**src/rtl/msxbus_arbiter_if.sv**
```systemverilog
// Requester, completion and engine-command signals of the MSX bus arbiter.
// The arbiter takes the master modport; requesters and the engine model take the slave modport.
interface msxbus_arbiter_if;
  logic        req0;
  logic        req1;
  logic [15:0] addr0;
  logic [15:0] addr1;
  logic [7:0]  wdata0;
  logic [7:0]  wdata1;
  logic [2:0]  ctl0;
  logic [2:0]  ctl1;
  logic        done0;
  logic        done1;
  logic        tout;
  logic [7:0]  rdata;
  logic        busy;
  logic        en;
  logic [15:0] address;
  logic [7:0]  wdata;
  logic        mio;
  logic        rw;
  logic        slot;
  logic        brst_n;
  logic [7:0]  erdata;
  logic        val;

  modport master (
    input  req0, req1, addr0, addr1, wdata0, wdata1, ctl0, ctl1, erdata, val,
    output done0, done1, tout, rdata, busy, en, address, wdata, mio, rw, slot, brst_n
  );

  modport slave (
    output req0, req1, addr0, addr1, wdata0, wdata1, ctl0, ctl1, erdata, val,
    input  done0, done1, tout, rdata, busy, en, address, wdata, mio, rw, slot, brst_n
  );
endinterface

```
**src/rtl/msxbus_arbiter.sv**
```systemverilog
// Round-robin arbiter that shares one MSX bus cycle engine between two requesters,
// runs its enable/done handshake, re-arms it after each cycle and aborts stuck cycles.
module msxbus_arbiter #(
  parameter int unsigned TIMEOUT_CYCLES = 1023
) (
  input logic              clk,
  input logic              rst,
  msxbus_arbiter_if.master bus
);

  localparam logic [15:0] CntLast = 16'(TIMEOUT_CYCLES - 1);

  typedef enum logic [1:0] {StIdle, StGrant, StRun, StFinish} state_e;

  state_e      state_q, state_d;
  logic        ptr_q, ptr_d;
  logic        gnt_q, gnt_d;
  logic [15:0] addr_q, addr_d;
  logic [7:0]  wdata_q, wdata_d;
  logic [2:0]  ctl_q, ctl_d;
  logic [15:0] cnt_q, cnt_d;
  logic [7:0]  rdata_q, rdata_d;
  logic        tout_q, tout_d;
  logic        pick;

  always_comb begin
    state_d = state_q;
    ptr_d   = ptr_q;
    gnt_d   = gnt_q;
    addr_d  = addr_q;
    wdata_d = wdata_q;
    ctl_d   = ctl_q;
    cnt_d   = cnt_q;
    rdata_d = rdata_q;
    tout_d  = tout_q;
    pick    = 1'b0;
    unique case (state_q)
      StIdle: begin
        if (bus.req0 || bus.req1) begin
          // On a tie the requester not served last wins.
          pick    = (bus.req0 && bus.req1) ? ~ptr_q : bus.req1;
          gnt_d   = pick;
          addr_d  = pick ? bus.addr1 : bus.addr0;
          wdata_d = pick ? bus.wdata1 : bus.wdata0;
          ctl_d   = pick ? bus.ctl1 : bus.ctl0;
          state_d = StGrant;
        end
      end
      StGrant: begin
        cnt_d   = '0;
        state_d = StRun;
      end
      StRun: begin
        cnt_d = cnt_q + 16'd1;
        if (!bus.val) begin
          rdata_d = bus.erdata;
          tout_d  = 1'b0;
          state_d = StFinish;
        end else if (cnt_q == CntLast) begin
          rdata_d = 8'hFF;
          tout_d  = 1'b1;
          state_d = StFinish;
        end
      end
      StFinish: begin
        ptr_d   = gnt_q;
        state_d = StIdle;
      end
      default: state_d = StIdle;
    endcase
  end

  always_ff @(posedge clk or posedge rst) begin
    if (rst) begin
      state_q <= StIdle;
      ptr_q   <= 1'b1;
      gnt_q   <= 1'b0;
      addr_q  <= '0;
      wdata_q <= '0;
      ctl_q   <= '0;
      cnt_q   <= '0;
      rdata_q <= '0;
      tout_q  <= 1'b0;
    end else begin
      state_q <= state_d;
      ptr_q   <= ptr_d;
      gnt_q   <= gnt_d;
      addr_q  <= addr_d;
      wdata_q <= wdata_d;
      ctl_q   <= ctl_d;
      cnt_q   <= cnt_d;
      rdata_q <= rdata_d;
      tout_q  <= tout_d;
    end
  end

  // The engine is held in reset for the whole of our own reset, not just in FINISH.
  assign bus.brst_n  = ~rst & (state_q != StFinish);
  assign bus.en      = (state_q == StRun);
  assign bus.busy    = (state_q != StIdle);
  assign bus.done0   = (state_q == StFinish) & ~gnt_q;
  assign bus.done1   = (state_q == StFinish) & gnt_q;
  assign bus.tout    = tout_q;
  assign bus.rdata   = rdata_q;
  assign bus.address = addr_q;
  assign bus.wdata   = wdata_q;
  assign bus.mio     = ctl_q[2];
  assign bus.rw      = ctl_q[1];
  assign bus.slot    = ctl_q[0];

endmodule

```
**src/flat_wrapper.sv**
```systemverilog
// flat-port wrapper written by rule: the top's interface ports become plain ports
module msxbus_arbiter_flat 
#(
  parameter int unsigned TIMEOUT_CYCLES = 1023
)
  (clk, rst, bus_req0, bus_req1, bus_addr0, bus_addr1, bus_wdata0, bus_wdata1, bus_ctl0, bus_ctl1, bus_erdata, bus_val, bus_done0, bus_done1, bus_tout, bus_rdata, bus_busy, bus_en, bus_address, bus_wdata, bus_mio, bus_rw, bus_slot, bus_brst_n);
  msxbus_arbiter_if bus_i ();
  input logic clk;
  input logic rst;
  input wire logic [$bits(bus_i.req0)-1:0] bus_req0;
  input wire logic [$bits(bus_i.req1)-1:0] bus_req1;
  input wire logic [$bits(bus_i.addr0)-1:0] bus_addr0;
  input wire logic [$bits(bus_i.addr1)-1:0] bus_addr1;
  input wire logic [$bits(bus_i.wdata0)-1:0] bus_wdata0;
  input wire logic [$bits(bus_i.wdata1)-1:0] bus_wdata1;
  input wire logic [$bits(bus_i.ctl0)-1:0] bus_ctl0;
  input wire logic [$bits(bus_i.ctl1)-1:0] bus_ctl1;
  input wire logic [$bits(bus_i.erdata)-1:0] bus_erdata;
  input wire logic [$bits(bus_i.val)-1:0] bus_val;
  output wire logic [$bits(bus_i.done0)-1:0] bus_done0;
  output wire logic [$bits(bus_i.done1)-1:0] bus_done1;
  output wire logic [$bits(bus_i.tout)-1:0] bus_tout;
  output wire logic [$bits(bus_i.rdata)-1:0] bus_rdata;
  output wire logic [$bits(bus_i.busy)-1:0] bus_busy;
  output wire logic [$bits(bus_i.en)-1:0] bus_en;
  output wire logic [$bits(bus_i.address)-1:0] bus_address;
  output wire logic [$bits(bus_i.wdata)-1:0] bus_wdata;
  output wire logic [$bits(bus_i.mio)-1:0] bus_mio;
  output wire logic [$bits(bus_i.rw)-1:0] bus_rw;
  output wire logic [$bits(bus_i.slot)-1:0] bus_slot;
  output wire logic [$bits(bus_i.brst_n)-1:0] bus_brst_n;
  assign bus_i.req0 = bus_req0;
  assign bus_i.req1 = bus_req1;
  assign bus_i.addr0 = bus_addr0;
  assign bus_i.addr1 = bus_addr1;
  assign bus_i.wdata0 = bus_wdata0;
  assign bus_i.wdata1 = bus_wdata1;
  assign bus_i.ctl0 = bus_ctl0;
  assign bus_i.ctl1 = bus_ctl1;
  assign bus_i.erdata = bus_erdata;
  assign bus_i.val = bus_val;
  assign bus_done0 = bus_i.done0;
  assign bus_done1 = bus_i.done1;
  assign bus_tout = bus_i.tout;
  assign bus_rdata = bus_i.rdata;
  assign bus_busy = bus_i.busy;
  assign bus_en = bus_i.en;
  assign bus_address = bus_i.address;
  assign bus_wdata = bus_i.wdata;
  assign bus_mio = bus_i.mio;
  assign bus_rw = bus_i.rw;
  assign bus_slot = bus_i.slot;
  assign bus_brst_n = bus_i.brst_n;
  msxbus_arbiter #(.TIMEOUT_CYCLES(TIMEOUT_CYCLES)) u_core (.clk(clk), .rst(rst), .bus(bus_i));
endmodule
```
**config.mk**
```make
export PLATFORM = sky130hd
export DESIGN_NAME = msxbus_arbiter_flat
export DESIGN_NICKNAME = d
export VERILOG_FILES = /design/src/rtl/msxbus_arbiter_if.sv /design/src/rtl/msxbus_arbiter.sv /design/src/flat_wrapper.sv
export SDC_FILE = /design/constraint.sdc
export NUM_CORES = 1
export LEC_CHECK = 0
export ABC_AREA = 0
export CAP_MARGIN = 25
export CORE_ASPECT_RATIO = 1.75
export CORE_UTILIZATION = 40
export CTS_CLUSTER_SIZE = 28
export DETAILED_ROUTE_END_ITERATION = 16
export PLACE_DENSITY = 0.8
export RECOVER_POWER = 50
export SYNTH_ARGS = -nofsm -noshare
export SYNTH_HDL_FRONTEND = slang
export SYNTH_SLANG_ARGS = --single-unit
```
**constraint.sdc**
```tcl
create_clock -name clk -period 2.82 [get_ports clk]
set_input_delay 0.282 -clock clk [delete_from_list [all_inputs] [get_ports clk]]
set_output_delay 0.282 -clock clk [all_outputs]
set_load 0.01 [all_outputs]
```
==> flow_summary.toml <==
[global_route]
grt_use_total_pct = 19.8
antenna_found_initial = 0
overflow = 0
first_global_vias = 2292
grt_pass1_wl_mm = 10.8
grt_max_degree = 51

[timing]
setup_tns_ps = 0
fmax_ghz = 0.418
min_period_ps = 2390
setup-violations-final = 0
skew_ps = 12.5
hold_violations = 0
tightest_slew_ps = 1100
slew_viol_final = 0
rsz0062_at_grt = "false"
timing.final.crit_share_pct = 84.8
max_slew_margin_pct = 26.8

[power]
peakVddDrop_v = 0.000490
swShare_pct = 35.1
power.internal_mw = 2.15
pwr-share-comb_pct = 46.0
pwr-share-seq_pct = 37.6
power.total_mw = 3.32
power_density_nw_per_um2 = 844
p_switching_mw = 1.17
p_leak_nw = 1.66
p_clk_share_pct = 16.4

[yosys]
yosysWarnings = 0
synth-seq-cells = 56
avgSynthCellArea_sq_um = 10.4
syn_inst = 254
ys_seq_area_share_pct = 52.9
synth_nets = 327
synthDistinctLibCells = 36
netlist_area_sq_um = 2650

[worst_setup_path]
crit_arrival_ps = 2620
path_class = "flip-flop to flip-flop"
crit_chain = "inv_1, ha_1, nand3_1, or4_4, or3_1, a21oi_1"
slowest_delay_ps = 610
critPathRequiredTime_ps = 3050
cpLargestDelayFamily = "simple AND/OR/NAND/NOR gates"
cp-start-kind = "flip-flop"
critPathSlowestCell = "or4_4"
crit_buf_inv = 1
cp-end-kind = "flip-flop"
critPathMaxFanout = 13

[cts]
cts_resized = 0
postCtsSetupRepairBufs = 0
cts_sinks = 56
clk_path_buf_depth = 2
cts_tree = "built"
cts_root_buf = "clkbuf_8"
clk_pin_slew_ps = 100
clkLatencyLatePin_ps = 310
cts_buffers = 5
ctsHoldBuffers = 0
htree_levels = 2

[routing]
drt-initial-drc-count = 102
drtAntennaViolNets = 0
viasPerCell = 5.16
wl_per_cell_um = 15.2
drt-total-wl_mm = 6.72
drc = 0
vias = 2276
dr.pass1.iters = 4

[finish]
fillerInstances = 535
drive_above_1_share_pct = 4.99
layout_common_cells = "clkdlybuf4s50_1, dfrtp_1, nand2_1"
final_common_cell = "clkdlybuf4s50_1"
final_nets = 433
fin_cells = 441
n_antenna_cell = 0
area_growth_pct = 48.2

[die]
boundaryPins = 108
die_h_um = 110
core_sq_um = 6280
num_rows = 38
die_w_um = 63.6
start_util_pct = 42.3
fp.dieArea_sq_um = 6970

[placement]
dpl.cell_count = 433
gp_congestion = 0.898
io_buffers = 107
hpwlAfterDp_mm = 5.22

[run]
cap_violations = 0

[run_status]
outcome = "complete, no violations"

[worst_hold_path]
hp-class = "flip-flop to flip-flop"
[metal layers]
layer	up-vias	track usage (%)	routed length, um
met5	-	0	0
met4	0	4.87	58
met3	5	3.94	455
met2	94	37.5	3540
met1	1075	22.4	2670
li1	1102	-	-
[cell usage after synthesis, drive strengths merged]
master	number	area [sq um]
a21o	1	7.51
xor2	1	8.76
nand2b	1	6.26
o21a	1	7.51
dfstp	1	26.3
a21oi	6	41.3
inv	9	33.8
dfrtp	55	1380
clkbuf	9	33.8
mux2	2	22.5
a21boi	1	7.51
a31oi	1	21.3
or4	2	22.5
and2	1	6.26
o32a	1	11.3
nor2	9	33.8
mux2i	27	270
nor3	5	25.0
xnor2	6	52.6
nor3b	1	7.51
nand2	36	135
ha	6	75.1
buf	3	15.0
nand4	5	31.3
nor2b	2	12.5
o21ai	35	175
o22ai	2	12.5
or4b	1	10.0
a22o	1	8.76
o22a	8	70.1
or3	5	31.3
nand3	7	35.0
nor4	3	18.8
[power groups by stage]
stage	registers [mW]	clock network [mW]	logic, mW
finish	1.25	0.544	1.53
global route	1.28	0.594	1.68
CTS	1.25	0.565	1.60
detailed placement	1.27	0	1.59
global placement	1.25	0	1.55
floorplan	1.36	0	0.680
[per-stage QoR]
stage	util, %	hold WS [ps]	area [sq um]	setup slack [ps]
global placement	61.0	464	3830	582
detailed placement	61.0	474	3830	456
finish	62.6	483	3930	430
CTS	62.9	412	3950	450
global route	62.6	507	3930	286
floorplan	-	430	2650	614
[final timing paths]
check,start,to,slack (ps),depth (start not counted)
worst max-delay path,u_core.state_q[0],u_core.cnt_q[13],430,6
worst min-delay path,u_core.bus.address[12],u_core.bus.address[12],480,2
worst max register to register,u_core.state_q[0],u_core.cnt_q[13],430,6
worst min register to register,u_core.bus.address[12],u_core.bus.address[12],480,2
max in group asynchronous,rst,u_core.state_q[1],850,3
min in group asynchronous,rst,u_core.cnt_q[6],720,2
[area by class of cell]
type,instances,area [sq um],area share [%]
multi-input combinational,177,1180,30.0
inverter,9,33.8,0.860
sequential,56,1400,35.7
tap,80,100,2.55
timing repair buffer,111,1090,27.8
clock inverter,2,38.8,0.987
clock buffer,6,82.6,2.10
[sequential cells by signal, indices dropped and copies added (netlist names)]
| name | count |
|---|---|
| u_core.bus.address | 16 |
| u_core.cnt_q | 16 |
| u_core.bus.rdata | 8 |
| u_core.bus.wdata | 8 |
| u_core.ctl_q | 3 |
| u_core.state_q | 2 |
| u_core.bus.tout | 1 |
| u_core.gnt_q | 1 |
| u_core.ptr_q | 1 |
[logic make-up (layout without fill, tap and decap cells)]
group                      count (synthesis)  in the layout  synth area share, %
and+or+nand+nor                           78             78                 14.2
muxes                                     29             29                 11.0
adders and majority gates                  6              6                 2.83
AOI/OAI and AO/OA                         57             57                 13.7
xor gates and xnor gates                   7              7                 2.31
buffers and inverters                     21            128                 3.11
DFF                                       56             56                 52.9
[tightest hold or removal path, stage by stage (launching register included)]
cell and delay [ps]:
dfrtp_1 350, nand2_1 40, o21ai_0 60
Note: power is estimated with default switching activity, not from simulation.
